[config.mk]
export PLATFORM = sky130hd
export DESIGN_NAME = fetch_prefetch_queue_flat
export DESIGN_NICKNAME = d
export VERILOG_FILES = /design/src/rtl/fetch_prefetch_queue_if.sv /design/src/rtl/fetch_prefetch_queue.sv /design/src/flat_wrapper.sv
export SDC_FILE = /design/constraint.sdc
export NUM_CORES = 1
export LEC_CHECK = 0
export BUFFER_PORTS_ARGS = -buffer_cell sky130_fd_sc_hd__buf_2
export CAP_MARGIN = 0
export CORE_MARGIN = 4
export CORE_UTILIZATION = 46
export DETAILED_ROUTE_END_ITERATION = 12
export PLACE_DENSITY = 0.64
export SLEW_MARGIN = 20
export SYNTH_ARGS = -nofsm -noshare
export SYNTH_HDL_FRONTEND = slang
export SYNTH_SLANG_ARGS = --single-unit
[constraint.sdc]
create_clock -name clk -period 5.6 [get_ports clk]
set_input_delay 0.56 -clock clk [delete_from_list [all_inputs] [get_ports clk]]
set_output_delay 0.56 -clock clk [all_outputs]
set_load 0.02 [all_outputs]
[src/rtl/fetch_prefetch_queue_if.sv]
// Bus between the fetch prefetch queue, its InstROM, the redirect source and the FD register.
interface fetch_prefetch_queue_if #(
   parameter int unsigned DEPTH   = 4,
   parameter int unsigned PC_W    = 8,
   parameter int unsigned INSTR_W = 32
);
   localparam int unsigned CNT_W = $clog2(DEPTH) + 1;

   logic               flush;
   logic [PC_W-1:0]    flush_pc;
   logic               stall;
   logic [PC_W-1:0]    imem_addr;
   logic [INSTR_W-1:0] imem_instr;
   logic               out_valid;
   logic [PC_W-1:0]    out_pc;
   logic [INSTR_W-1:0] out_instr;
   logic [CNT_W-1:0]   count;

   // master is the queue itself; slave is the surrounding pipeline and ROM
   modport master (
      input  flush, flush_pc, stall, imem_instr,
      output imem_addr, out_valid, out_pc, out_instr, count
   );

   modport slave (
      output flush, flush_pc, stall, imem_instr,
      input  imem_addr, out_valid, out_pc, out_instr, count
   );
endinterface

[src/rtl/fetch_prefetch_queue.sv]
// Prefetch queue between InstROM and decode: owns the fetch PC, buffers up to DEPTH
// {pc, instr} pairs across decode stalls and drops everything on a redirect.
module fetch_prefetch_queue #(
   parameter int unsigned DEPTH   = 4,
   parameter int unsigned PC_W    = 8,
   parameter int unsigned INSTR_W = 32
) (
   input logic                    clk,
   input logic                    rst,
   fetch_prefetch_queue_if.master bus
);
   localparam int unsigned PTR_W = $clog2(DEPTH);
   localparam int unsigned CNT_W = PTR_W + 1;

   logic [PC_W-1:0]    fetch_pc;
   logic [PTR_W-1:0]   head;
   logic [PTR_W-1:0]   tail;
   logic [CNT_W-1:0]   occupancy;
   logic [PC_W-1:0]    pc_mem    [DEPTH];
   logic [INSTR_W-1:0] instr_mem [DEPTH];

   logic head_valid;
   logic pop;
   logic push;

   // Redirect turns the head into a bubble in the same cycle
   assign head_valid = (occupancy != '0) && !bus.flush;
   assign pop        = head_valid && !bus.stall;
   assign push       = !bus.flush && ((occupancy < CNT_W'(DEPTH)) || pop);

   assign bus.imem_addr = fetch_pc;
   assign bus.out_valid = head_valid;
   assign bus.out_pc    = head_valid ? pc_mem[head]    : '0;
   assign bus.out_instr = head_valid ? instr_mem[head] : '0;
   assign bus.count     = occupancy;

   // Pointer, occupancy and fetch PC update
   always_ff @(posedge clk) begin
      if (rst) begin
         fetch_pc  <= '0;
         head      <= '0;
         tail      <= '0;
         occupancy <= '0;
      end else if (bus.flush) begin
         fetch_pc  <= bus.flush_pc;
         head      <= '0;
         tail      <= '0;
         occupancy <= '0;
      end else begin
         if (push) begin
            tail     <= tail + PTR_W'(1);
            fetch_pc <= fetch_pc + PC_W'(1);
         end
         if (pop) begin
            head <= head + PTR_W'(1);
         end
         occupancy <= occupancy + CNT_W'(push) - CNT_W'(pop);
      end
   end

   // Entry storage carries no reset; occupancy alone qualifies it
   always_ff @(posedge clk) begin
      if (!rst && push) begin
         pc_mem[tail]    <= fetch_pc;
         instr_mem[tail] <= bus.imem_instr;
      end
   end
endmodule

[src/flat_wrapper.sv]
// flat-port wrapper written by rule: the top's interface ports become plain ports
module fetch_prefetch_queue_flat 
#(
   parameter int unsigned DEPTH   = 4,
   parameter int unsigned PC_W    = 8,
   parameter int unsigned INSTR_W = 32
)
  (clk, rst, bus_flush, bus_flush_pc, bus_stall, bus_imem_instr, bus_imem_addr, bus_out_valid, bus_out_pc, bus_out_instr, bus_count);
  fetch_prefetch_queue_if #(.DEPTH(DEPTH), .PC_W(PC_W), .INSTR_W(INSTR_W)) bus_i ();
  input logic clk;
  input logic rst;
  input wire logic [$bits(bus_i.flush)-1:0] bus_flush;
  input wire logic [$bits(bus_i.flush_pc)-1:0] bus_flush_pc;
  input wire logic [$bits(bus_i.stall)-1:0] bus_stall;
  input wire logic [$bits(bus_i.imem_instr)-1:0] bus_imem_instr;
  output wire logic [$bits(bus_i.imem_addr)-1:0] bus_imem_addr;
  output wire logic [$bits(bus_i.out_valid)-1:0] bus_out_valid;
  output wire logic [$bits(bus_i.out_pc)-1:0] bus_out_pc;
  output wire logic [$bits(bus_i.out_instr)-1:0] bus_out_instr;
  output wire logic [$bits(bus_i.count)-1:0] bus_count;
  assign bus_i.flush = bus_flush;
  assign bus_i.flush_pc = bus_flush_pc;
  assign bus_i.stall = bus_stall;
  assign bus_i.imem_instr = bus_imem_instr;
  assign bus_imem_addr = bus_i.imem_addr;
  assign bus_out_valid = bus_i.out_valid;
  assign bus_out_pc = bus_i.out_pc;
  assign bus_out_instr = bus_i.out_instr;
  assign bus_count = bus_i.count;
  fetch_prefetch_queue #(.DEPTH(DEPTH), .PC_W(PC_W), .INSTR_W(INSTR_W)) u_core (.clk(clk), .rst(rst), .bus(bus_i));
endmodule
Word-level counts from Yosys, hierarchy flattened --
Memory sizes are Yosys's and may differ from the RTL's. A register that Yosys moved wholly into a read port is not among the register bits. Index checks and enable logic that the tools add are counted.
Word-level totals: memories 2, logic and storage cells 33, output and inout port bits 52, input port bits 44, RAM bits 160, bits in registers 15
Cells by class: magnitude comparators 1, add/sub/neg operators 5, reductions and logical operators 11, mux-type cells 10
Memories:
- u_core.instr_mem | words 4, width 32, read ports 1, clocked after memory_dff 1, write ports 1, line fetch_prefetch_queue.sv:20 | logic [INSTR_W-1:0] instr_mem [DEPTH];
- u_core.pc_mem | words 4, width 8, read ports 1, clocked after memory_dff 1, write ports 1, line fetch_prefetch_queue.sv:19 | logic [PC_W-1:0] pc_mem [DEPTH];
Operator list (number):
- two-way mux 32 bit | 1
- two-way mux 8 bit | 3
- adder 8 x 1 -> 8 bit, second input constant | 1
- two-way mux 2 bit | 4
- adder 2 x 1 -> 2 bit, second input constant | 2
- logical AND 1 bit | 4
- adder 3 x 1 -> 3 bit | 1
- logical NOT 1 bit | 3
- less-than comparator 3 bit, second input constant | 1
- nonzero test 3 bit | 1
- subtractor 3 x 1 -> 3 bit | 1
- two-way mux 1 bit | 2
- nonzero test 2 bit | 1
- OR reduction 2 bit | 1
- logical OR 1 bit | 1

Depth between registers and ports, before layout --
Gate-level depths: netlist of the first run.
depth after elaboration 8, mapped depth 9, gate-level depth less buffers 9

Worst setup path before layout of the first run --
No wires, ideal clock.
kind input to register, start input bus_flush, end memory u_core.instr_mem[0][0], enable pin, data arrival time 2.323 ns, stages on the path 5, slack 2.876 ns, library setup time 0.401 ns, cell sequence buf_2 -> or2_2 -> clkbuf_1 -> a21oi_1 -> and2_1
Between the ends: word-level cells in the longest chain between the ends 8
Ends and longest elaborated chain:
- from (decl) | line flat_wrapper.sv:12 | input wire logic [$bits(bus_i.flush)-1:0] bus_flush;
- logical NOT 1 bit (*) | line fetch_prefetch_queue.sv:27, fetch_prefetch_queue.sv:29
- logical AND 1 bit | line fetch_prefetch_queue.sv:27 | assign head_valid = (occupancy != '0) && !bus.flush;
- logical AND 1 bit | line fetch_prefetch_queue.sv:28 | assign pop = head_valid && !bus.stall;
- logical OR 1 bit | line fetch_prefetch_queue.sv:29 | assign push = !bus.flush && ((occupancy < CNT_W'(DEPTH)) || pop);
- logical AND 1 bit (*) | line fetch_prefetch_queue.sv:29
- logical AND 1 bit (*) | line fetch_prefetch_queue.sv:63 | if (!rst && push) begin
- two-way mux 1 bit (*) | line fetch_prefetch_queue.sv:63
- two-way mux 1 bit (not written as such) (*) | line fetch_prefetch_queue.sv:65 | instr_mem[tail] <= bus.imem_instr;
- to (decl) | line fetch_prefetch_queue.sv:20
Mark *: on every way between the ends. The rest lies on a longest branch, timed or not.

==> results_dict.tcl, run 1 <==
set metrics [dict create \
    fillerInstances 1154 \
    worst_setup_path_start_kind "flop" \
    htreeDepth 4 \
    ys_seq_area_share_pct 74.2 \
    dr.pass1.iters 4 \
    wl_met3_um 815 \
    hp-class "primary input to flop" \
    crit_fanout 40 \
    drv_slew 0 \
    die_area_mm2 0.0171 \
    yosys_warnings 0 \
    synthFlopType "edfxtp_1" \
    yosys.area.top_type "edfxtp_1" \
    vias 3472 \
    clock_tree.root_cell "clkbuf_16" \
    num_rows 44 \
    wl_met1_um 5310 \
    top_layer "met5" \
    powerDensity_mw_per_mm2 347 \
    fin_worst_skew_ns 0.00837 \
    dpl_cell_area_mm2 0.00757 \
    gr-total-overflow 0 \
    coreArea_mm2 0.0146 \
    synth-edff-count 160 \
    hold_viol_final 0 \
    hpwl_um 7160 \
    routed-wl-met2_um 5940 \
    die_h_um 131 \
    rsz0062_at_grt "false" \
    min_period_ns 2.84 \
    seqCellArea_mm2 0.00515 \
    multiInputGateArea_mm2 0.00168 \
    antenna_left 0 \
    yosys.cell_types.count 29 \
    whs_ns 0.347 \
    drt-vias-per-instance 5.32 \
    clkTransAtPathRegs_ns 0.07 \
    finalCritPeriodShare_pct 50.7 \
    drcViolationCount 0 \
    grtUsageTotal_pct 15.1 \
    grt_pass1_vias 3483 \
    end_kind "output pin" \
    slew-limit-headroom_pct 28.6 \
    worst_slew_pin_slew_ns 1.07 \
    async_flop_share_pct 0 \
    start_util_pct 47.3 \
    clkSinkCount 177 \
    final_common_cell "edfxtp_1" \
    wl_per_cell_um 18.6 \
    gp_congestion 0.786 \
    io_buffers 95 \
    finish.instance_area_mm2 0.00819 \
    ios 96 \
    cap_violations 0 \
    status "complete, no violations" \
    p_leak_uw 0.00284 \
    cts_buffers 17 \
    final_cell_mix "160 x edfxtp_1, 95 x buf_2, 42 x and2_1" \
    synthCells 360 \
    cts_tree "yes" \
    fmax_mhz 352 \
    synth-seq-cells 177 \
    grt_pass1_wl_um 18800 \
    postSynthAreaPerCell_um2 19.3 \
    antenna_cells 0 \
    irDropWorstVdd_mv 0.237 \
    drive_above_1_share_pct 37.5 \
    post_cts_buffers 0 \
    arrival_ns 2.28 \
    postCtsHoldBufs 0 \
    cts_resized 0 \
    routed_wirelength_um 12200 \
    worst-setup-path-type "flop to output pin" \
    synth_top_cell_area_share_pct 69.3 \
    area_growth_syn_to_layout_pct 18.1 \
    synth.cell_area_mm2 0.00693 \
    die_x_um 131 \
    clk_path_buf_depth 2 \
    antenna_found_initial 2 \
    grt_max_degree 42 \
    crit_required_ns 5.04 \
    setup_viol_count_final 0 \
    clock_latency_ns 0.43 \
    drt_iter0_drc 242 \
    setup_tns_ns 0 \
    synth.area.top_cells "edfxtp_1 69%, mux4_2 13%, dfxtp_1 4.9%" \
    fin_util_pct 55.9 \
    total_power_uw 2840 \
    nets 508 \
    syn-num-nets 412 \
]
-- path summary, 6_finish.rpt --
kind                  startpoint                     end  slack [ns]  cells after the start
min            bus_imem_instr[1]  u_core.instr_mem[2][1]        0.35                      1
min reg2reg       u_core.head[1]                    flop        0.49                      2
max                         flop           bus_out_pc[0]        2.76                      3
max reg2reg  u_core.bus.count[2]     u_core.bus.count[2]        3.13                      9
-- stage by stage --
stage	instances	setup slack (ns)
floorplan	360	2.88
global placement	621	2.93
detailed placement	621	2.86
CTS	653	2.66
global route	653	2.56
finish	653	2.76
-- critical path, stage by stage, from the launching register on --
cell and delay (ns):
dfxtp_4 0.88, mux4_2 0.63, and2_1 0.17, buf_2 0.15
-- sequential cells by signal (all words and copies together), names as in the netlist, named ones only --
| register | cells |
|---|---|
| u_core.instr_mem | 128 |
| u_core.pc_mem | 32 |
| u_core.tail | 2 |
| u_core.head | 2 |
| u_core.bus.imem_addr | 8 |
| u_core.bus.count | 3 |
-- final cells by class --
type | count | share of cell area, %
flip-flops and latches | 177 | 62.9
repair buffers | 95 | 5.81
clock buffers | 21 | 6.28
well taps | 184 | 2.81
multi-input cells | 156 | 20.6
clock inverters | 11 | 1.21
inverters | 9 | 0.413
-- metal layers --
| metal | global-route usage, % | vias up |
|---|---|---|
| li1 | - | 1617 |
| met1 | 19.7 | 1738 |
| met2 | 23.6 | 102 |
| met3 | 6.30 | 11 |
| met4 | 4.54 | 4 |
| met5 | 0 | - |
-- power by group --
part	switching, µW	internal (µW)	leakage (µW)
logic	95.0	64.8	0.000961
registers	22.1	1470	0.00160
clock network	482	701	0.000285
total	599	2240	0.00284
-- Yosys cell counts, types with 2 or more instances --
cell type,instances
and2_1,46
ha_1,7
nand3_1,3
xnor2_1,3
nand2_1,8
dfxtp_1,17
nor2_1,12
a311oi_1,6
mux4_2,40
edfxtp_1,160
clkbuf_1,12
o21ai_0,5
buf_2,2
nor3_1,3
inv_1,9
a21oi_1,3
or3_1,4
o31ai_1,3
or4_1,3
buf_4,4
mux2i_1,2
-- logic make-up (layout without fill, tap and decap cells) --
logic type | after synthesis | after routing | share of synthesized area [%]
AO/OA/AOI/OAI | 21 | 21 | 2.22
AND/OR/NAND/NOR | 82 | 82 | 6.62
XOR/XNOR | 3 | 3 | 0.379
buffers and inverters | 27 | 136 | 1.71
flip-flops | 177 | 177 | 74.2
multiplexers | 42 | 42 | 13.3
adder cells (fa/ha/maj) | 8 | 8 | 1.55
(Power assumes the default switching activity.)
==> run 2, diff against run 1 <==
--- a/config.mk
+++ b/config.mk
@@ -5,6 +5,7 @@
 export SDC_FILE = /design/constraint.sdc
 export NUM_CORES = 1
 export LEC_CHECK = 0
+export ABC_AREA = 1
 export BUFFER_PORTS_ARGS = -buffer_cell sky130_fd_sc_hd__buf_2
 export CAP_MARGIN = 0
 export CORE_MARGIN = 4
==> constraint.sdc (replaced) <==
create_clock -name clk -period 2.7 [get_ports clk]
set_input_delay 0.27 -clock clk [delete_from_list [all_inputs] [get_ports clk]]
set_output_delay 0.27 -clock clk [all_outputs]
set_load 0.02 [all_outputs]
==> run 2 against run 1 <==
Compared with the run above:
- via count is 37% higher
- setup slack worse by 2.5 ns
- critical path depth is 3 higher
- die area is 3.6% higher
- utilization is 0.28 points lower
- flip-flop and latch count stayed put
- cell area is 3.7% higher
- total power is 100% higher
- sequential share of layout area is 2.3 points lower
- register-to-register slack worse by 2.5 ns
- largest power group unchanged
==> results_dict.tcl, run 2 <==
set metrics [dict create \
    clkTransAtPathRegs_ns 0.07 \
    clock_latency_ns 0.42 \
    dpl_cell_area_mm2 0.00792 \
    irDropWorstVdd_mv 0.453 \
    cap_violations 0 \
    synth-seq-cells 177 \
    syn-num-nets 666 \
    yosys.area_share.simple_pct 12.2 \
    yosys_warnings 0 \
    cp_common_cell "nor2_1" \
    io_buffers 95 \
    die_x_um 133 \
    crit_required_ns 2.43 \
    hp-class "primary input to flop" \
    dr.pass1.iters 5 \
    antenna_cells 0 \
    num_rows 45 \
    worst_setup_path_start_kind "flop" \
    die_area_mm2 0.0177 \
    synth-adder-area-share_pct 1.49 \
    p_leak_uw 0.00318 \
    drv_slew 0 \
    drcViolationCount 0 \
    finalCritPeriodShare_pct 91.7 \
    wl_per_cell_um 16.1 \
    min_period_ns 2.48 \
    post_cts_buffers 0 \
    synth.area.top_cells "edfxtp_1 67%, nor2_1 9.2%, o21ai_1 6.1%" \
    synth-edff-count 160 \
    path_depth 6 \
    grt_max_degree 43 \
    regMostFlops "u_core.instr_mem" \
    worstReg2RegEnd "u_core.bus.count[2]" \
    reg2reg_depth 11 \
    worst_slew_pin_slew_ns 0.619 \
    cts_buffers 17 \
    slew-limit-headroom_pct 58.8 \
    crit_family "flip-flops" \
    end_kind "output pin" \
    area_growth_syn_to_layout_pct 17.9 \
    final_common_cell "nor2_1" \
    drt_iter0_drc 383 \
    fin_util_pct 55.6 \
    powerDensity_mw_per_mm2 682 \
    postSynthAreaPerCell_um2 11.7 \
    final_cell_mix "172 x nor2_1, 160 x edfxtp_1, 95 x buf_2" \
    finish.instance_area_mm2 0.00849 \
    antenna_left 0 \
    vias 4740 \
    r2r-start "u_core.bus.count[0]" \
    cts_tree "yes" \
    hpwl_um 9150 \
    post-place-cells 903 \
    synth_top_cell_area_share_pct 66.7 \
    setup_viol_count_final 0 \
    routed_wirelength_um 15100 \
    grt_pass1_vias 4757 \
    clkSinkCount 177 \
    ys_seq_area_share_pct 71.5 \
    synth-compound-area-share_pct 10.4 \
    path_buf_inv 2 \
    ios 96 \
    largest_reg_flops 128 \
    antenna_found_initial 2 \
    grt_pass1_wl_um 24200 \
    whs_ns 0.0575 \
    synth.cell_area_mm2 0.00720 \
    rsz0062_at_grt "false" \
    synthCells 614 \
    coreArea_mm2 0.0153 \
    grtUsageTotal_pct 17.5 \
    path_cells "buf_4, nor2_1, nor2_1, o21ai_1, a21oi_1, buf_2" \
    crit_end "bus_out_instr[9]" \
    gp_congestion 0.787 \
    critPathMaxStageDelay_ns 0.72 \
    drive_above_1_share_pct 22.4 \
    cts_resized 0 \
    synthMuxAreaShare_pct 0 \
    postCtsHoldBufs 0 \
    fin_worst_skew_ns 0.00743 \
    worst-setup-path-type "flop to output pin" \
    fin_cells 935 \
    hold_viol_final 0 \
    yosysMostFrequentCell "nor2_1" \
    nets 763 \
    async_flop_share_pct 0 \
    crit_path_top_delay_cell "dfxtp_2" \
    synth_top_family_by_area "simple AND/OR/NAND/NOR gates" \
    synth_xor_area_share_pct 0.365 \
    htreeDepth 4 \
    clk_path_buf_depth 2 \
    drt-vias-per-instance 5.07 \
    die_h_um 133 \
    arrival_ns 2.21 \
    regToRegSetupSlack_ns 0.63 \
    crit_fanout 30 \
    gr-total-overflow 0 \
    synthFlopType "edfxtp_1" \
    start_util_pct 47.2 \
    multiInputGateArea_mm2 0.00179 \
    synth_common_cells "176 x nor2_1, 160 x edfxtp_1, 88 x o21ai_1, 48 x a21oi_1, 26 x nand2_1" \
    fmax_mhz 404 \
    status "complete, no violations" \
    fillerInstances 1300 \
    seqCellArea_mm2 0.00515 \
    yosys.area.top_type "edfxtp_1" \
    yosys.cell_types.count 30 \
    clock_tree.root_cell "clkbuf_16" \
]
-- run 2: stage by stage --
step                      TNS [ns]  worst slack, ns  total power [µW]
after detailed placement         0            0.569              3520
after floorplan             -42.21           -0.264              3360
after global routing             0           0.0394              6000
final                            0            0.225              5790
after global placement           0            0.641              3500
after CTS                        0            0.207              5840
-- run 2: worst min path at each step --
stage / start / end / slack (ns) / cells after the start
after floorplan: bus_imem_instr[0] / u_core.instr_mem[0][0] / 0.37 / 0
after detailed placement: bus_imem_instr[9] / u_core.instr_mem[0][9] / 0.48 / 1
after global routing: bus_imem_instr[0] / u_core.instr_mem[2][0] / 0.05 / 1
after CTS: bus_imem_instr[9] / u_core.instr_mem[3][9] / 0.04 / 1
after global placement: u_core.head[1] / flop / 0.47 / 2
final: bus_imem_instr[27] / u_core.instr_mem[1][27] / 0.06 / 1
-- run 2: cell type report --
class	instances	area share [%]
clock buffer	17	5.01
clock inverter	15	1.69
inverter	28	1.27
multi-input combinational	376	21.1
sequential	177	60.6
tap	211	3.11
timing repair buffer	111	7.16
-- run 2: power by group --
group | switching, µW | total [µW] | internal (µW)
combinational | 244 | 361 | 117
clock | 980 | 2330 | 1350
sequential | 40.3 | 3090 | 3050
-- run 2: metal layers --
layer | up-vias | wire length, µm | GRT usage (%)
met5 | - | 27 | 0
met4 | 4 | 219 | 6.57
met3 | 20 | 963 | 4.76
met2 | 122 | 7380 | 29.1
met1 | 2266 | 6480 | 21.9
li1 | 2328 | - | -
-- run 2: worst reg2reg max path: stages (launching register included) --
cell,delay [ns]
dfxtp_1,0.33
nor2_1,0.14
nand2_2,0.11
nand2_8,0.07
nor2_4,0.04
ha_1,0.27
inv_1,0.04
ha_1,0.18
fa_1,0.38
xnor2_1,0.19
xor2_1,0.17
nor2_1,0.05
-- run 2: cells by family (layout without fill, tap and decap cells) --
group	Yosys count	after routing
adders and majority gates	8	8
xor gates and xnor gates	3	3
and+or+nand+nor	220	220
DFF	177	177
buffers and inverters	61	171
AOI/OAI and AO/OA	145	145
==> run 3, diff against run 2 <==
--- a/config.mk
+++ b/config.mk
@@ -11,7 +11,7 @@
 export CORE_MARGIN = 4
 export CORE_UTILIZATION = 46
 export DETAILED_ROUTE_END_ITERATION = 12
-export PLACE_DENSITY = 0.64
+export PLACE_DENSITY = 0.67
 export SLEW_MARGIN = 20
 export SYNTH_ARGS = -nofsm -noshare
 export SYNTH_HDL_FRONTEND = slang
==> constraint.sdc (replaced) <==
create_clock -name clk -period 2.25 [get_ports clk]
set_input_delay 0.225 -clock clk [delete_from_list [all_inputs] [get_ports clk]]
set_output_delay 0.225 -clock clk [all_outputs]
set_load 0.02 [all_outputs]
==> run 3 against run 2 <==
Compared with the run above:
- via count fell by 1.1%
- flip-flop and latch count unchanged
- cell count is 0.21% lower
- critical path depth increased by 5
- die area unchanged
- routed wire length grew 0.44%
- global-route usage decreased by 0.17 points
- largest cell class unchanged
==> results_dict.tcl, run 3 (same netlist as run 2, synthesis figures left out) <==
set metrics [dict create \
    status "complete, no violations" \
    clock_tree.root_cell "clkbuf_16" \
    vias 4687 \
    clkSinkCount 177 \
    setup_tns_ns 0 \
    final_cell_mix "172 x nor2_1, 160 x edfxtp_1, 95 x buf_2" \
    drive_above_1_share_pct 21.9 \
    largest_reg_flops 128 \
    antenna_found_initial 1 \
    drt_iter0_drc 258 \
    end_kind "flop" \
    fin_worst_skew_ns 0.00822 \
    worstReg2RegEnd "u_core.bus.count[2]" \
    start_util_pct 47.2 \
    drcViolationCount 0 \
    area_growth_syn_to_layout_pct 19.7 \
    slew-limit-headroom_pct 70.1 \
    fillerInstances 1241 \
    r2r-start "u_core.bus.count[0]" \
    setup_viol_count_final 0 \
    rsz0062_at_grt "false" \
    reg2reg_depth 11 \
    holdPathEnd "u_core.instr_mem[2][16]" \
    hpwl_um 9190 \
    clk_path_buf_depth 2 \
    worst_slew_pin_slew_ns 0.447 \
    p_leak_uw 0.00322 \
    cts_buffers 17 \
    drv_slew 0 \
    drt-vias-per-instance 5.02 \
    crit_required_ns 2.56 \
    cap_violations 0 \
    finalCritPeriodShare_pct 93.5 \
    regMostFlops "u_core.instr_mem" \
    ios 96 \
    worst_setup_path_start_kind "flop" \
    path_cells "nor2_1, nand2_2, nand2_8, nor2_4, ha_1, inv_1, ha_1, fa_1, xnor2_1, xor2_1, nor2_1" \
    wl_per_cell_um 16.2 \
    final_common_cell "nor2_1" \
    die_x_um 133 \
    htreeDepth 4 \
    hold-path-cell-count 1 \
    antenna_cells 0 \
    grt_pass1_vias 4773 \
    gp_congestion 0.807 \
    crit_path_top_delay_cell "fa_1" \
    hold_viol_final 0 \
    crit_fanout 3 \
    grt_pass1_wl_um 24100 \
    min_period_ns 2.10 \
    coreArea_mm2 0.0153 \
    grtUsageTotal_pct 17.3 \
    dr.pass1.iters 5 \
    io_buffers 95 \
    cts_tree "yes" \
    total_power_uw 7120 \
    irDropWorstVdd_mv 0.563 \
    regToRegSetupSlack_ns 0.15 \
    die_area_mm2 0.0177 \
    hp-class "primary input to flop" \
    antenna_left 0 \
    gr-total-overflow 0 \
    arrival_ns 2.41 \
    clock_latency_ns 0.42 \
    critPathMaxStageDelay_ns 0.40 \
    routed_wirelength_um 15100 \
    powerDensity_mw_per_mm2 826 \
    clkTransAtPathRegs_ns 0.06 \
    die_h_um 133 \
    nets 761 \
    num_rows 45 \
    holdCritStartpoint "bus_imem_instr[16]" \
    worst-setup-path-type "flop to flop" \
    grt_max_degree 51 \
    fmax_mhz 476 \
]
-- run 3: what timing repair did --
| item | 4_1_cts | 5_1_grt |
|---|---|---|
| setup endpoints to repair | 0 | 16 |
| buffers inserted | 0 | 0 |
| hold buffers | 0 | 0 |
| resized for setup | 0 | 3 |
-- run 3: power breakdown --
group	total (µW)	internal, µW	leakage [µW]	switching (µW)
Sequential	3710	3660	0.00159	47.2
Combinational	445	147	0.00133	299
Clock	2970	1820	0.000297	1150
-- run 3: area by class of cell --
type / count / area, µm² / share of cell area (%)
clock inverters: 6 / 63.8 / 0.740
flip-flops and latches: 177 / 5150 / 59.7
repair buffers: 109 / 688 / 7.98
multi-input cells: 376 / 1790 / 20.8
inverters: 28 / 109 / 1.26
clock buffers: 26 / 554 / 6.43
well taps: 211 / 264 / 3.06
-- run 3: how the worst max path moves through the flow --
stage	to	from	cells after the start	slack [ns]
2_1_floorplan	u_core.instr_mem[0][0]	u_core.bus.count[2]	3	-0.1
3_3_place_gp	u_core.bus.count[2]	bus_flush	11	0.25
3_5_place_dp	u_core.bus.count[2]	u_core.bus.count[0]	11	0.15
4_1_cts	bus_out_pc[7]	flop	6	0.004
5_1_grt	bus_out_pc[7]	flop	6	0.03
6_report	u_core.bus.count[2]	u_core.bus.count[0]	11	0.15
-- run 3: critical path: cells and delay by family, from the launching register on --
| family | cells | cell delay [ns] |
|---|---|---|
| DFF | 1 | 0.32 |
| buffers and inverters | 1 | 0.04 |
| and+or+nand+nor | 5 | 0.43 |
| xor gates and xnor gates | 2 | 0.34 |
| adders and majority gates | 3 | 0.86 |
-- run 3: per-layer routing --
metal / wire length [µm] / up-vias / GRT usage (%) / share of wire, %
met4: 92 / 2 / 3.83 / 0.61
met2: 7460 / 131 / 28.7 / 49
met1: 6690 / 2225 / 22.6 / 44
met5: 13 / - / 0 / 0.086
li1: - / 2319 / - / -
met3: 883 / 10 / 5.40 / 5.8
-- run 3: metrics by stage --
| step | area (µm²) | utilization (%) | hold WS [ns] | cells | worst slack, ns |
|---|---|---|---|---|---|
| 3_3_place_gp | 7990 | 52.4 | 0.437 | 901 | 0.248 |
| 4_1_cts | 8610 | 56.4 | 0.00124 | 933 | 0.00438 |
| 3_5_place_dp | 7990 | 52.4 | 0.442 | 901 | 0.153 |
| 6_report | 8620 | 56.5 | 0.0190 | 933 | 0.147 |
| 2_1_floorplan | 7210 | - | 0.324 | 614 | -0.0994 |
| 5_1_grt | 8620 | 56.5 | 0.00249 | 933 | 0.0270 |
